$ cat config.mk
export PLATFORM = sky130hd
export DESIGN_NAME = uart_host_cmd_gen
export DESIGN_NICKNAME = d
export VERILOG_FILES = /design/src/rtl/uart_host_pkg.sv /design/src/rtl/uart_host_bit_ser.sv /design/src/rtl/uart_host_cmd_gen.sv
export SDC_FILE = /design/constraint.sdc
export NUM_CORES = 1
export LEC_CHECK = 0
export ABC_AREA = 0
export ABC_CLOCK_PERIOD_IN_PS = 3700
export CAP_MARGIN = 20
export CELL_PAD_IN_SITES_DETAIL_PLACEMENT = 2
export CELL_PAD_IN_SITES_GLOBAL_PLACEMENT = 2
export CORE_AREA = 3 3 154 156
export CTS_CLUSTER_SIZE = 24
export DETAILED_ROUTE_END_ITERATION = 7
export DIE_AREA = 0 0 157 159
export GPL_TIMING_DRIVEN = 0
export HOLD_SLACK_MARGIN = 0.03
export PLACE_DENSITY = 0.64
export REMOVE_ABC_BUFFERS = 1
export SYNTH_ARGS = -nofsm -noshare
export SYNTH_HDL_FRONTEND = slang
export SYNTH_SLANG_ARGS = --single-unit
$ cat constraint.sdc
create_clock -name CLK -period 3.7 [get_ports CLK]
set_input_delay 0.925 -clock CLK [delete_from_list [all_inputs] [get_ports CLK]]
set_output_delay 0.925 -clock CLK [all_outputs]
set_load 0.005 [all_outputs]
$ cat src/rtl/uart_host_pkg.sv
// Shared definitions for the UART host command generator:
// command codes, command types, byte counts and frame states.
package uart_host_pkg;

  localparam logic [7:0] CMD_RF_WR   = 8'hAA;
  localparam logic [7:0] CMD_RF_RD   = 8'hBB;
  localparam logic [7:0] CMD_ALU_OP  = 8'hCC;
  localparam logic [7:0] CMD_ALU_NOP = 8'hDD;

  typedef enum logic [1:0] {
    CT_RF_WR   = 2'd0,
    CT_RF_RD   = 2'd1,
    CT_ALU_OP  = 2'd2,
    CT_ALU_NOP = 2'd3
  } cmd_type_e;

  localparam logic [2:0] NB_RF_WR   = 3'd3;
  localparam logic [2:0] NB_RF_RD   = 3'd2;
  localparam logic [2:0] NB_ALU_OP  = 3'd4;
  localparam logic [2:0] NB_ALU_NOP = 3'd2;

  typedef enum logic [2:0] {
    ST_IDLE,
    ST_START,
    ST_DATA,
    ST_PARITY,
    ST_STOP,
    ST_GAP
  } frame_st_e;

  function automatic logic [2:0] cmd_nbytes(input logic [1:0] t);
    logic [2:0] n;
    n = NB_RF_WR;
    case (t)
      CT_RF_WR:   n = NB_RF_WR;
      CT_RF_RD:   n = NB_RF_RD;
      CT_ALU_OP:  n = NB_ALU_OP;
      CT_ALU_NOP: n = NB_ALU_NOP;
      default:    n = NB_RF_WR;
    endcase
    return n;
  endfunction

  function automatic logic [7:0] cmd_byte(
    input logic [1:0] t,
    input logic [1:0] i,
    input logic [3:0] addr,
    input logic [7:0] a,
    input logic [7:0] b,
    input logic [3:0] fun
  );
    logic [7:0] ad;
    logic [7:0] fn;
    logic [7:0] r;
    ad = {4'h0, addr};
    fn = {4'h0, fun};
    r  = 8'h00;
    case (t)
      CT_RF_WR:   r = (i == 2'd0) ? CMD_RF_WR :
                      (i == 2'd1) ? ad : a;
      CT_RF_RD:   r = (i == 2'd0) ? CMD_RF_RD : ad;
      CT_ALU_OP: begin
        case (i)
          2'd0:    r = CMD_ALU_OP;
          2'd1:    r = a;
          2'd2:    r = b;
          default: r = fn;
        endcase
      end
      CT_ALU_NOP: r = (i == 2'd0) ? CMD_ALU_NOP : fn;
      default:    r = 8'h00;
    endcase
    return r;
  endfunction

endpackage

$ cat src/rtl/uart_host_bit_ser.sv
// Serializes one byte per load as start/data/parity/stop/gap bits;
// owns the baud down-counter and bit index.
module uart_host_bit_ser
  import uart_host_pkg::*;
#(
  parameter int DATA_WIDTH = 8,
  parameter int BAUD_W     = 16,
  parameter int IFG_BITS   = 1
) (
  input  logic                  clk_i,
  input  logic                  rst_ni,
  input  logic                  load_i,
  input  logic [DATA_WIDTH-1:0] byte_i,
  input  logic                  par_en_i,
  input  logic                  par_typ_i,
  input  logic [BAUD_W-1:0]     baud_div_i,
  output logic                  tx_o,
  output logic                  frame_done_o
);

  localparam int MAXB = (DATA_WIDTH > IFG_BITS) ? DATA_WIDTH : IFG_BITS;
  localparam int IW   = $clog2(MAXB + 1);

  frame_st_e             st_q, st_d;
  logic [BAUD_W-1:0]     cnt_q, cnt_d;
  logic [BAUD_W-1:0]     div_q, div_d;
  logic [IW-1:0]         idx_q, idx_d;
  logic [DATA_WIDTH-1:0] sh_q, sh_d;
  logic                  par_q, par_d;
  logic                  pen_q, pen_d;
  logic                  tick, fend, do_load;

  assign tick         = (cnt_q == '0);
  assign frame_done_o = fend;

  always_comb begin
    st_d    = st_q;
    cnt_d   = tick ? div_q : cnt_q - 1'b1;
    div_d   = div_q;
    idx_d   = idx_q;
    sh_d    = sh_q;
    par_d   = par_q;
    pen_d   = pen_q;
    fend    = 1'b0;
    do_load = 1'b0;
    tx_o    = 1'b1;
    unique case (st_q)
      ST_IDLE: cnt_d = cnt_q;
      ST_START: begin
        tx_o  = 1'b0;
        idx_d = '0;
        if (tick) st_d = ST_DATA;
      end
      ST_DATA: begin
        tx_o = sh_q[0];
        if (tick) begin
          sh_d  = sh_q >> 1;
          idx_d = idx_q + 1'b1;
          if (idx_q == IW'(DATA_WIDTH - 1))
            st_d = pen_q ? ST_PARITY : ST_STOP;
        end
      end
      ST_PARITY: begin
        tx_o = par_q;
        if (tick) st_d = ST_STOP;
      end
      ST_STOP: begin
        if (tick) begin
          idx_d = '0;
          if (IFG_BITS > 0) st_d = ST_GAP;
          else              fend = 1'b1;
        end
      end
      ST_GAP: begin
        if (tick) begin
          idx_d = idx_q + 1'b1;
          if (int'(idx_q) == IFG_BITS - 1) fend = 1'b1;
        end
      end
      default: st_d = ST_IDLE;
    endcase
    if (fend) st_d = ST_IDLE;
    // a new byte may chain straight from the last bit-time of the previous one
    do_load = load_i && ((st_q == ST_IDLE) || fend);
    if (do_load) begin
      st_d  = ST_START;
      div_d = (baud_div_i == '0) ? '0 : baud_div_i - 1'b1;
      cnt_d = div_d;
      idx_d = '0;
      sh_d  = byte_i;
      pen_d = par_en_i;
      par_d = par_typ_i ? ~^byte_i : ^byte_i;
    end
  end

  always_ff @(posedge clk_i or negedge rst_ni) begin
    if (!rst_ni) begin
      st_q  <= ST_IDLE;
      cnt_q <= '0;
      div_q <= '0;
      idx_q <= '0;
      sh_q  <= '0;
      par_q <= 1'b0;
      pen_q <= 1'b0;
    end else begin
      st_q  <= st_d;
      cnt_q <= cnt_d;
      div_q <= div_d;
      idx_q <= idx_d;
      sh_q  <= sh_d;
      par_q <= par_d;
      pen_q <= pen_d;
    end
  end

endmodule

$ cat src/rtl/uart_host_cmd_gen.sv
// Host-side command generator: latches one command per handshake and
// streams its byte sequence as UART frames on tx_out.
module uart_host_cmd_gen
  import uart_host_pkg::*;
#(
  parameter int DATA_WIDTH = 8,
  parameter int BAUD_W     = 16,
  parameter int IFG_BITS   = 1
) (
  input  logic              CLK,
  input  logic              RST,
  input  logic              cmd_valid,
  output logic              cmd_ready,
  input  logic [1:0]        cmd_type,
  input  logic [3:0]        cmd_addr,
  input  logic [7:0]        cmd_op_a,
  input  logic [7:0]        cmd_op_b,
  input  logic [3:0]        cmd_fun,
  input  logic              par_en,
  input  logic              par_typ,
  input  logic [BAUD_W-1:0] baud_div,
  output logic              tx_out,
  output logic              busy,
  output logic              cmd_done
);

  logic              act_q, done_q;
  logic [1:0]        idx_q, nxt_idx;
  logic [1:0]        typ_q;
  logic [3:0]        addr_q, fun_q;
  logic [7:0]        a_q, b_q;
  logic              pen_q, ptyp_q;
  logic [BAUD_W-1:0] div_q;
  logic              accept, last, load, fdone;
  logic [7:0]        ser_byte;

  assign accept  = cmd_valid && !act_q;
  assign nxt_idx = idx_q + 2'd1;
  assign last    = ({1'b0, idx_q} == cmd_nbytes(typ_q) - 3'd1);
  assign load    = accept || (fdone && !last);

  // the first byte comes from the live inputs, the rest from the latch
  assign ser_byte = accept
    ? cmd_byte(cmd_type, 2'd0, cmd_addr, cmd_op_a, cmd_op_b, cmd_fun)
    : cmd_byte(typ_q, nxt_idx, addr_q, a_q, b_q, fun_q);

  assign cmd_ready = !act_q;
  assign busy      = act_q;
  assign cmd_done  = done_q;

  uart_host_bit_ser #(
    .DATA_WIDTH(DATA_WIDTH),
    .BAUD_W    (BAUD_W),
    .IFG_BITS  (IFG_BITS)
  ) u_ser (
    .clk_i       (CLK),
    .rst_ni      (RST),
    .load_i      (load),
    .byte_i      (DATA_WIDTH'(ser_byte)),
    .par_en_i    (accept ? par_en : pen_q),
    .par_typ_i   (accept ? par_typ : ptyp_q),
    .baud_div_i  (accept ? baud_div : div_q),
    .tx_o        (tx_out),
    .frame_done_o(fdone)
  );

  always_ff @(posedge CLK or negedge RST) begin
    if (!RST) begin
      act_q  <= 1'b0;
      done_q <= 1'b0;
      idx_q  <= '0;
      typ_q  <= '0;
      addr_q <= '0;
      a_q    <= '0;
      b_q    <= '0;
      fun_q  <= '0;
      pen_q  <= 1'b0;
      ptyp_q <= 1'b0;
      div_q  <= '0;
    end else begin
      done_q <= fdone && last;
      if (accept) begin
        act_q  <= 1'b1;
        idx_q  <= '0;
        typ_q  <= cmd_type;
        addr_q <= cmd_addr;
        a_q    <= cmd_op_a;
        b_q    <= cmd_op_b;
        fun_q  <= cmd_fun;
        pen_q  <= par_en;
        ptyp_q <= par_typ;
        div_q  <= baud_div;
      end else if (fdone) begin
        if (last) begin
          act_q <= 1'b0;
          idx_q <= '0;
        end else begin
          idx_q <= nxt_idx;
        end
      end
    end
  end

endmodule

## Word level (Yosys, flattened, before mapping)

Cells that the tools add are included.

| operators by class | value |
|---|---|
| reduce and logical (&&, ||, !) cells | 29 |
| equality and inequality tests | 24 |
| mux-type cells | 43 |
| add/subtract/negate cells | 5 |

Operator list:

| cell | number |
|---|---|
| $mux 16 | 5 |
| $mux 8 | 8 |
| $pmux 8 s4 | 2 |
| $logic_not 16->1 | 2 |
| $sub 16x1->16 const B | 2 |
| $mux 3 | 8 |
| $pmux 8 s3 | 1 |
| $ne 4x2->1 const B | 5 |
| $pmux 3 s5 | 1 |
| $mux 4 | 3 |
| $pmux 4 s3 | 1 |
| $eq 2x2->1 const B | 5 |
| $mux 1 | 9 |
| $ne 3x1->1 const B | 3 |
| $pmux 3 s3 | 1 |
| $reduce_bool 2->1 | 4 |
| $reduce_xnor 8->1 | 1 |
| $reduce_xor 8->1 | 1 |
| $eq 2x1->1 const B | 3 |
| $eq 3x2->1 const B | 2 |
| $eq 3x3->1 const B | 2 |
| $logic_not 2->1 | 3 |
| $mux 2 | 3 |
| $reduce_and 6->1 | 1 |
| other kinds (17) | 25 |

| storage, ports and cells | value |
|---|---|
| bits in registers | 97 |
| output and inout port bits | 4 |
| word-level logic and storage cells | 119 |
| input bits | 47 |

## Longest topological paths before layout

| depth | value |
|---|---|
| depth after elaboration | 11 |
| mapped depth | 14 |
| gate-level depth less buffers | 9 |

## Hierarchy

Synthesis repeated with hierarchy kept, for this count alone.

| unflattened totals | value |
|---|---|
| cells, all modules | 669 |
| area total of the unflattened synthesis | 5690.5 um^2 |

By module, submodules not included:

| module | area an instance (um^2) | seq. area each (um^2) | cells each | instances |
|---|---|---|---|---|
| uart_host_bit_ser | 3254.4 | 1226.2 | 378 | 1 |
| uart_host_cmd_gen | 2436.1 | 1201.2 | 291 | 1 |

## Worst setup path before layout

No wires, ideal clock.

| timing path | value |
|---|---|
| path type | in2reg |
| start | in cmd_valid |
| end | reg u_ser.cnt_q[0] |
| path buffers | 5 |
| stages | 14 |
| path slack | 0.166 ns |
| arrival time | 3.398 ns |
| setup time | 0.137 ns |
| data required time | 3.563 ns |
| path through | nand2b_1 -> buf_2 -> buf_1 -> buf_1 -> buf_2 -> mux2i_1 -> ha_1 -> inv_1 -> nor2_1 -> and3_1 -> a21oi_2 -> buf_4 -> a22oi_1 -> a31oi_1 |

| on the way | value |
|---|---|
| cells in the longest elaborated chain, start to end | 5 |
| elaborated cells between the ends (all ways) | 9 |
| classes of those cells | add/sub: 1; eq/ne: 1; mux: 3; reduce/logical: 4 |

Ends and longest elaborated chain:

| element | line | RTL |
|---|---|---|
| start, declared | uart_host_cmd_gen.sv:12 | `input logic cmd_valid,` |
| $logic_and 1x1->1 * | uart_host_cmd_gen.sv:37 | `assign accept = cmd_valid && !act_q;` |
| $mux 16 | - |  |
| $sub 16x1->16 or $logic_not 16->1 (tied branches) | uart_host_bit_ser.sv:87 | `div_d = (baud_div_i == '0) ? '0 : baud_div_i - 1'b1;` |
| $mux 16 | uart_host_bit_ser.sv:87 |  |
| $mux 16 | uart_host_bit_ser.sv:85 | `if (do_load) begin` |
| end signal, assigned | uart_host_bit_ser.sv:107 | `cnt_q <= cnt_d;` |
| end, declared | uart_host_bit_ser.sv:25 | `logic [BAUD_W-1:0] cnt_q, cnt_d;` |

Mark *: on every way between the ends. The rest lies on a longest branch, timed or not.
A chain may end at the register's enable or synchronous reset.

## Final worst setup path

| timing path | value |
|---|---|
| start | in cmd_valid |
| end | reg u_ser.div_q[9] |

| on the way | value |
|---|---|
| cells in the longest elaborated chain, start to end | 4 |
| elaborated cells between the ends (all ways) | 7 |
| classes of those cells | add/sub: 1; mux: 2; reduce/logical: 4 |

Ends and longest elaborated chain:

| element | line | RTL |
|---|---|---|
| $logic_and 1x1->1 | uart_host_cmd_gen.sv:37 |  |
| $mux 16 | - |  |
| via u_ser.baud_div_i[11] | uart_host_bit_ser.sv:16 | `input logic [BAUD_W-1:0] baud_div_i,` |
| $logic_not 16->1 | uart_host_bit_ser.sv:87 |  |
| $mux 16 | uart_host_bit_ser.sv:87 |  |
| end signal, assigned | uart_host_bit_ser.sv:108 | `div_q <= div_d;` |
| end, declared | uart_host_bit_ser.sv:26 | `logic [BAUD_W-1:0] div_q, div_d;` |

The timed path passes the listed nets, and every way through them passes these cells.

==> results_dict.tcl <==
set metrics [dict create \
    synth.avg_cell_area_sq_um 8.49 \
    final_cell_mix "nand2_1 (160), dfrtp_1 (97), clkdlybuf4s50_1 (49), nor2_1 (47), o21ai_0 (41)" \
    synth_cell_types 66 \
    leakagePower_nw 3.05 \
    mostFrequentLayoutCell "nand2_1" \
    worstMarginPinSlew_ps 1030 \
    clock_path_buffers 2 \
    grt_pass1_vias 5541 \
    cts.sinks 97 \
    cts_hold_buf 0 \
    synth.area.top_cells "dfrtp_1 (44%), nand2_1 (11%), o21ai_0 (3.7%), nor2_1 (3.2%), mux2i_1 (3.1%)" \
    drc 0 \
    drive_gt1_frac 0.0640 \
    path_common_cell "a21oi_1" \
    finalHoldViolCount 0 \
    grt_first_pass_wirelength_mm 29.3 \
    cts_made_buffers 9 \
    slowest_stage "clkdlybuf4s50_1" \
    area.sequential_sq_um 2430 \
    syn-cell-area_sq_um 5580 \
    port_buffers 50 \
    clock_latency_ps 350 \
    grt_usage 0.144 \
    grt_max_degree 57 \
    final_util 0.299 \
    maxSlewViolCount 0 \
    cpLargestDelayFamily "compound AO/OA/AOI/OAI gates" \
    fin_crit_sh 0.949 \
    wire_per_inst_microns 17.8 \
    worst_slack_ps 189 \
    path_class "input port to flip-flop" \
    cp_num_buf_inv 2 \
    fillers 2516 \
    cellPowerDensity_nw_per_um2 365 \
    slew_headroom 0.308 \
    min_path_type "flip-flop to flip-flop" \
    synthFlopType "dfrtp_1" \
    dp_hpwl_mm 12.5 \
    seq_area_frac_synth 0.435 \
    multiInputGateArea_sq_um 2900 \
    finalClockSkew_ps 8.97 \
    initial_core_util 0.248 \
    yosysTopAreaCell "dfrtp_1" \
    cts.htree.levels 3 \
    path_clk_slew_ps 70 \
    row_count 55 \
    ir_worst_vdd_v 0.000199 \
    post-route-min-period_ps 3510 \
    ys_warn_count 0 \
    diodes 0 \
    fp.coreArea_sq_um 22500 \
    drv_cap 0 \
    cts_tree "built" \
    async_flop_share 1.00 \
    path_cells "clkdlybuf4s50_1 > nand2b_2 > buf_12 > mux2_2 > a21oi_1 > and3_1 > o21ai_0 > a21oi_1 > nor2_1" \
    rsz0062_at_grt "no" \
    synth-edff-count 0 \
    cts_root_buf "clkbuf_16" \
    dr.pass1.iters 4 \
    ant_nets 0 \
    ioPinCount 51 \
    dieArea_sq_um 25000 \
    vias 4868 \
    die_x_microns 157 \
    post_cts.repair.setup_buffers 0 \
    drt-initial-drc-count 237 \
    place_ws_ps -168 \
    nets 739 \
    critPathRequiredTime_ps 3920 \
    area.growth.synth_to_final_pct 20.8 \
    fmax_mhz 285 \
    synth_top_area_frac 0.435 \
    via_per_inst 5.01 \
    cp-start-kind "input port" \
    synth_seq_cells 97 \
    wl_mm 17.3 \
    worstPathMaxFanout 41 \
    synthCells 657 \
    cp.arrival_ps 3730 \
    end_kind "flip-flop" \
    cts_resized 0 \
    worst_path_largest_cell_delay_ps 500 \
    place.gp.congestion 0.736 \
    setup_viol_count_final 0 \
    gr-total-overflow 0 \
    status "finished clean" \
    die_y_microns 159 \
    antenna_found_initial 0 \
]
==> flip-flops by register name (all words and copies together) (netlist names) <==
register,cells
cmd_done,1
div_q,16
a_q,8
busy,1
pen_q,1
u_ser.sh_q,8
u_ser.par_q,1
u_ser.st_q,3
typ_q,2
addr_q,4
b_q,8
u_ser.div_q,16
u_ser.idx_q,4
fun_q,4
u_ser.cnt_q,16
idx_q,2
ptyp_q,1
u_ser.pen_q,1
==> through the flow <==
stage	cells	instance area (sq um)	hold WS [ps]	setup TNS [ps]	power, mW
global route	972	6730	505	0	2.58
CTS	970	6720	485	0	2.50
finish	972	6730	477	0	2.46
global placement	950	6260	455	-404910	1.37
detailed placement	955	6380	467	-1720	1.39
floorplan	615	5400	436	-14710	1.25
==> power by group <==
part	internal [mW]	switching (mW)	total, mW	leakage (nW)
Clock	0.676	0.418	1.09	0.169
Sequential	1.09	0.0247	1.11	1.20
Combinational	0.123	0.128	0.251	1.68
Total	1.88	0.571	2.46	3.05
==> area by class of cell <==
type	count	area share
Multi-Input combinational cell	493	0.431
Sequential cell	97	0.360
Timing Repair Buffer	57	0.0909
Tap cell	285	0.0530
Clock buffer	10	0.0355
Clock inverter	5	0.0154
Inverter	25	0.0139
==> final timing paths <==
path | startpoint | end | slack (ps) | cells past startpoint
worst max-delay path | cmd_valid | u_ser.div_q[9]$_DFFE_PN0P_ | 190 | 9
worst min-delay path | u_ser.div_q[11]$_DFFE_PN0P_ | u_ser.div_q[11]$_DFFE_PN0P_ | 480 | 1
worst max register to register | u_ser.cnt_q[10]$_DFFE_PN0P_ | u_ser.cnt_q[4]$_DFFE_PN0P_ | 460 | 8
worst min register to register | u_ser.div_q[11]$_DFFE_PN0P_ | u_ser.div_q[11]$_DFFE_PN0P_ | 480 | 1
max in group asynchronous | RST | b_q[4]$_DFFE_PN0N_ | 2390 | 2
min in group asynchronous | RST | u_ser.cnt_q[4]$_DFFE_PN0P_ | 570 | 1
==> synthesized netlist by cell type, types with 6 or more instances <==
cell type	count
nand2_1	160
dfrtp_1	97
nor2_1	47
o21ai_0	41
a21oi_1	33
clkbuf_1	29
inv_1	25
mux2i_1	17
xnor2_1	15
nand3_1	12
or3_1	12
nor3_1	11
ha_1	9
buf_2	8
o22ai_1	8
a31oi_1	7
mux2_2	7
a221oi_1	6
o22a_1	6
xor2_1	6
==> metal layers <==
layer  share of wire  track usage  up-vias
met5               0            0        -
met2            0.48        0.235       46
li1                -            -     2325
met3           0.019       0.0163       11
met4           0.012       0.0418        0
met1            0.49        0.200     2486
==> logic make-up (layout without fill, tap and decap cells) <==
family,count (synthesis),after routing,synth area share
xor gates and xnor gates,23,23,0.0411
adders and majority gates,10,10,0.0222
and+or+nand+nor,282,282,0.229
AOI/OAI and AO/OA,154,154,0.179
DFF,97,97,0.435
muxes,24,24,0.0447
buffers and inverters,67,97,0.0482
Power figures use the tool's default switching activity.
